[src/rtl/sha_block_padder.sv]
`timescale 1ns/1ps
`default_nettype none
// ============================================================================
// Module      : sha_block_padder
// Description : Packs a byte stream into SHA message blocks with standard
//               padding (0x80, zero fill, big-endian bit length) and hands
//               each block to the hash core under a start/done handshake.
// Revision    : 1.0 - initial release
// ============================================================================
module sha_block_padder #(
    parameter int IN_BYTES   = 1,
    parameter int BLOCK_BITS = 1024,
    parameter int LEN_BITS   = 128,
    parameter int CNT_W      = 64
) (
    input  logic                             clk,
    input  logic                             reset,
    input  logic                             s_valid,
    output logic                             s_ready,
    input  logic [8*IN_BYTES-1:0]            s_data,
    input  logic [$clog2(IN_BYTES+1)-1:0]    s_cnt,
    input  logic                             s_last,
    output logic [BLOCK_BITS-1:0]            blk_data,
    output logic                             blk_start,
    output logic                             blk_first,
    output logic                             blk_last,
    input  logic                             core_done,
    output logic                             msg_done,
    output logic                             busy
);

    localparam int c_blk_bytes = BLOCK_BITS / 8;
    localparam int c_len_bytes = LEN_BITS / 8;
    localparam int c_ptr_w     = $clog2(c_blk_bytes + 1);
    localparam logic [c_ptr_w-1:0] c_blk_ptr = c_ptr_w'(c_blk_bytes);

    typedef enum logic [2:0] {
        ST_FILL  = 3'd0,
        ST_ISSUE = 3'd1,
        ST_WAIT  = 3'd2,
        ST_PAD   = 3'd3,
        ST_LENB  = 3'd4
    } state_t;

    state_t                 r_state, w_state_next;
    logic [c_ptr_w-1:0]     r_ptr, w_ptr_next, w_ptr_sum;
    logic [CNT_W-1:0]       r_count, w_count_next;
    logic                   r_first_flag, w_first_next;
    logic [BLOCK_BITS-1:0]  r_buf, w_buf_next;
    logic                   r_pend_len, w_pend_len_next;
    logic                   r_pend_80, w_pend_80_next;
    logic [BLOCK_BITS-1:0]  r_blk_data;
    logic                   r_blk_first;
    logic                   r_blk_last, w_last_next;
    logic [LEN_BITS-1:0]    w_len;

    assign w_ptr_sum = r_ptr + c_ptr_w'(s_cnt);
    assign w_len     = LEN_BITS'({r_count, 3'b000});

    always_ff @(posedge clk) begin
        if (reset) begin
            r_state      <= ST_FILL;
            r_ptr        <= '0;
            r_count      <= '0;
            r_first_flag <= 1'b1;
            r_buf        <= '0;
            r_pend_len   <= 1'b0;
            r_pend_80    <= 1'b0;
            r_blk_data   <= '0;
            r_blk_first  <= 1'b0;
            r_blk_last   <= 1'b0;
        end else begin
            r_state      <= w_state_next;
            r_ptr        <= w_ptr_next;
            r_count      <= w_count_next;
            r_first_flag <= w_first_next;
            r_buf        <= w_buf_next;
            r_pend_len   <= w_pend_len_next;
            r_pend_80    <= w_pend_80_next;
            r_blk_last   <= w_last_next;
            // The core-facing copy only moves when a block is launched.
            if (w_state_next == ST_ISSUE) begin
                r_blk_data  <= w_buf_next;
                r_blk_first <= r_first_flag;
            end
        end
    end

    always_comb begin
        w_state_next    = r_state;
        w_ptr_next      = r_ptr;
        w_count_next    = r_count;
        w_first_next    = r_first_flag;
        w_buf_next      = r_buf;
        w_pend_len_next = r_pend_len;
        w_pend_80_next  = r_pend_80;
        w_last_next     = r_blk_last;

        case (r_state)
            ST_FILL: begin
                if (s_valid) begin
                    for (int j = 0; j < IN_BYTES; j++) begin
                        if ((j < int'(s_cnt)) && ((int'(r_ptr) + j) < c_blk_bytes)) begin
                            w_buf_next[BLOCK_BITS-1-8*(int'(r_ptr)+j) -: 8] =
                                s_data[8*IN_BYTES-1-8*j -: 8];
                        end
                    end
                    w_ptr_next   = w_ptr_sum;
                    w_count_next = r_count + CNT_W'(s_cnt);
                    if (s_last) begin
                        w_state_next = ST_PAD;
                    end else if (w_ptr_sum == c_blk_ptr) begin
                        w_state_next = ST_ISSUE;
                        w_last_next  = 1'b0;
                    end
                end
            end

            ST_PAD: begin
                if (r_ptr < c_blk_ptr) begin
                    w_buf_next[BLOCK_BITS-1-8*int'(r_ptr) -: 8] = 8'h80;
                end
                if ((int'(r_ptr) + 1) <= (c_blk_bytes - c_len_bytes)) begin
                    w_buf_next[LEN_BITS-1:0] = w_len;
                    w_last_next              = 1'b1;
                end else begin
                    // Length does not fit: it goes in an extra block, and a
                    // completely full data block also defers the 0x80 marker.
                    w_last_next     = 1'b0;
                    w_pend_len_next = 1'b1;
                    w_pend_80_next  = (r_ptr == c_blk_ptr);
                end
                w_state_next = ST_ISSUE;
            end

            ST_ISSUE: begin
                w_first_next = 1'b0;
                w_state_next = ST_WAIT;
            end

            ST_WAIT: begin
                if (core_done) begin
                    w_buf_next = '0;
                    w_ptr_next = '0;
                    if (r_blk_last) begin
                        w_first_next = 1'b1;
                        w_count_next = '0;
                        w_state_next = ST_FILL;
                    end else if (r_pend_len) begin
                        w_state_next = ST_LENB;
                    end else begin
                        w_state_next = ST_FILL;
                    end
                end
            end

            ST_LENB: begin
                if (r_pend_80) begin
                    w_buf_next[BLOCK_BITS-1 -: 8] = 8'h80;
                end
                w_buf_next[LEN_BITS-1:0] = w_len;
                w_pend_len_next          = 1'b0;
                w_pend_80_next           = 1'b0;
                w_last_next              = 1'b1;
                w_state_next             = ST_ISSUE;
            end

            default: begin
                w_state_next = ST_FILL;
            end
        endcase
    end

    assign s_ready   = !reset && (r_state == ST_FILL);
    assign blk_start = !reset && (r_state == ST_ISSUE);
    assign msg_done  = !reset && (r_state == ST_WAIT) && core_done && r_blk_last;
    assign busy      = !reset && !((r_state == ST_FILL) && (r_ptr == '0) && r_first_flag);
    assign blk_data  = r_blk_data;
    assign blk_first = r_blk_first;
    assign blk_last  = r_blk_last;

endmodule
`default_nettype wire

[config.mk]
export PLATFORM = sky130hd
export DESIGN_NAME = sha_block_padder
export DESIGN_NICKNAME = d
export VERILOG_FILES = /design/src/rtl/sha_block_padder.sv
export SDC_FILE = /design/constraint.sdc
export NUM_CORES = 2
export LEC_CHECK = 0
export CAP_MARGIN = 20
export CORE_AREA = 2 2 403 405
export CTS_CLUSTER_DIAMETER = 100
export DETAILED_ROUTE_END_ITERATION = 10
export DIE_AREA = 0 0 405 407
export PLACE_DENSITY_LB_ADDON = 0.3
export SLEW_MARGIN = 30
export SYNTH_ARGS = -nofsm -noshare
export SYNTH_HDL_FRONTEND = slang
export SYNTH_SLANG_ARGS = --single-unit
[constraint.sdc]
create_clock -name clk -period 5.5 [get_ports clk]
set_input_delay 1.375 -clock clk [delete_from_list [all_inputs] [get_ports clk]]
set_output_delay 1.375 -clock clk [all_outputs]
set_load 0.02 [all_outputs]
==> summary.txt <==
Synth
  – Post-synthesis xor/xnor area fraction: 0.628%
  – Synth Area in Compound Gates: 23.4%
  – Mux cell area share after synthesis: 1.02%
  – Async SR Flop Fraction: 0%
  – Ys Warns: 0
  – Top_reg_cell synth: dfxtp_1
  – Top post-synthesis cells by area: dfxtp_1, nand2_1, o21ai_0
  – Post-Syn Instances: 9,572
  – Post-synth EDFFs: 0
  – Syn Std Cell Area: 83,600 µm²
  – Synth area leader: dfxtp_1
  – FF+latch count, synth: 2,128
  – Simple-Gate Fraction of Synth Area: 19.0%
  – Sequential fraction of the synthesis area: 50.9%
  – Netlist cell types: 103
  – Combinational family with the most area after synthesis: compound AO/OA/AOI/OAI gates
  – Yosys top cell area share: 50.9%
  – Post-synthesis adder-cell area fraction: 0.0598%
  – Mapped Nets: 9,590
  – Synthesized area per cell: 8.74 µm²

Global routing
  – Tot GR Track Use: 47.7%
  – Vias in the first global route: 76,665
  – First-pass GRT wire length: 568 mm
  – GR Overflow Total: 0
  – Largest net degree at the start of global routing: 208
  – Initial antenna violation count: 29

Detailed routing
  – Via count: 84,624
  – Initial DRC Count: 14,519
  – Final ANT Viol Nets: 0
  – Final wirelength: 412 mm
  – DRC Markers: 0
  – Via-to-Cell Ratio: 6.70
  – Drt wl/cell: 32.6 µm
  – Drt pass-1 iters: 9

Clocking
  – Post-cts hold buffer count: 0
  – Reg clk slew, reported paths: 0.06 ns
  – # clock sinks: 2,128
  – CTS Root Cell: clkbuf_16
  – CTS tree: done
  – Clk_lat worst skew: 0.89 ns
  – H-Tree Depth: 4
  – CTS Buffer Depth: 3
  – CTS resizes: 0
  – Post-CTS setup buffers: 0
  – TritonCTS buffer count: 208

STA
  – Fin. max-slew vios: 0
  – Fin crit period: 5.02 ns
  – Final setup vio count: 0
  – Setup TNS: 0 ns
  – RSZ-0062 raised after global routing: no
  – Hold Fails Final Rpt: 0
  – Clock skew: 0.0471 ns
  – Fmax: 199 MHz
  – Slew HR: 21.7%
  – Slew @ Worst Pin: 1.17 ns
  – Final Cycle Share: 91.3%

Critical path
  – Worst Path Arrival: 3.65 ns
  – Crit path max fanout: 36
  – Crit path capture type: primary output
  – Worst EP required: 4.12 ns
  – Startpoint Class: flop
  – Setup Crit Path Kind: reg -> out

Layout
  – Commonest non-fill, non-tap cell in the layout: dfxtp_1
  – Layout cells sized above 1: 11.8%
  – Final instance area: 104,000 µm²
  – Most frequent cells in the layout: dfxtp_1, nand2_1, clkdlybuf4s50_1, nor2_1, o21ai_0
  – Final net count: 10,303
  – Layout area overhead: 24.9%

Floorplan
  – Initial Util: 52.2%
  – Io pins: 1,044
  – Die area: 165,000 µm²
  – CORE AREA: 160,000 µm²
  – Die height: 407 µm
  – Die X: 405 µm
  – Cell Rows: 147

Outcome
  – Status: finished clean

Pwr
  – Peak supply drop: 0.348 mV
  – Pwr Density: 317 nW/µm²
  – Leak: 0.0374 µW

Placement
  – IO buf count: 1,043
  – Dpl cell area: 96,900 µm²
  – DPL Wire Length: 287 mm
  – Final Wtd Congestion: 1.06

Hold path
  – Hold crit path type: reg -> reg

Job
  – Max-cap violations: 0
[report_power, final]
group,switching (µW),internal (µW)
Sequential,39.1,15400
Clock,6500,8900
Combinational,1910,379
Total,8440,24700
[through the flow]
step / cells / total power [µW] / util [%] / hold slack (ns) / setup WS [ns]
finish: 12633 / 33200 / 65.2 / 0.444 / 0.478
global route: 12617 / 33700 / 65.2 / 0.469 / 0.558
CTS: 12606 / 32900 / 65.1 / 0.445 / 0.732
detailed placement: 12227 / 17900 / 60.5 / 0.431 / 0.729
global placement: 12223 / 17900 / 60.4 / 0.422 / 0.143
floorplan: 9572 / 16800 / - / 0.409 / 1.20
[critical path, stage by stage (launching register included)]
cell	delay (ns)
dfxtp_2	1.07
or3_4	0.78
nor2_1	0.34
a31oi_1	0.33
buf_4	0.23
[layer usage]
metal	up-vias	wire, µm	GRT usage (%)
met5	-	198	0.535
met4	12	33200	32.7
met1	40941	152000	59.5
met2	6471	167000	67.0
met3	1466	59700	19.5
li1	35734	-	-
[flip-flops by register name, indices dropped and copies added (netlist names)]
register / flops
r_state: 3
blk_first: 1
r_first_flag: 1
r_ptr: 8
blk_data: 1024
r_pend_80: 1
r_buf: 1024
r_pend_len: 1
blk_last: 1
r_count: 64
[worst paths after layout]
kind / slack, ns / cells after the start / end / from
worst min register to register: 0.44 / 2 / r_buf[897] / r_buf[897]
worst max-delay path: 0.48 / 4 / busy / r_state[2]
worst max register to register: 1.07 / 9 / blk_data[408] / r_ptr[3]
worst min-delay path: 0.44 / 2 / r_buf[897] / r_buf[897]
[layout make-up]
| class | count | area (µm²) |
|---|---|---|
| multi-input combinational | 6464 | 37700 |
| inverter | 68 | 263 |
| tap | 2160 | 2700 |
| timing repair buffer | 1415 | 13800 |
| sequential | 2128 | 42600 |
| clock buffer | 303 | 6140 |
| clock inverter | 76 | 1240 |
| antenna | 19 | 47.5 |
| fill | 13179 | 55700 |
[cell usage after synthesis, types with 133 or more instances]
cell      number
o31ai_1      164
o21ai_0      685
nor3_1       303
and3_1       233
buf_2        133
a21o_1       177
nor2_1       750
a22oi_1      317
a31o_2       224
clkbuf_1     681
dfxtp_1     2128
nand3_1      269
a21oi_1      567
nand2_1     1391
[logic make-up (layout without fill, tap and decap cells)]
kind of cell | after synthesis | after routing
and+or+nand+nor | 3372 | 3372
AOI/OAI and AO/OA | 2945 | 2945
DFF | 2128 | 2128
buffers and inverters | 980 | 1862
muxes | 83 | 83
xor gates and xnor gates | 60 | 60
adders and majority gates | 4 | 4
other | 0 | 19
Power figures use the tool's default switching activity.
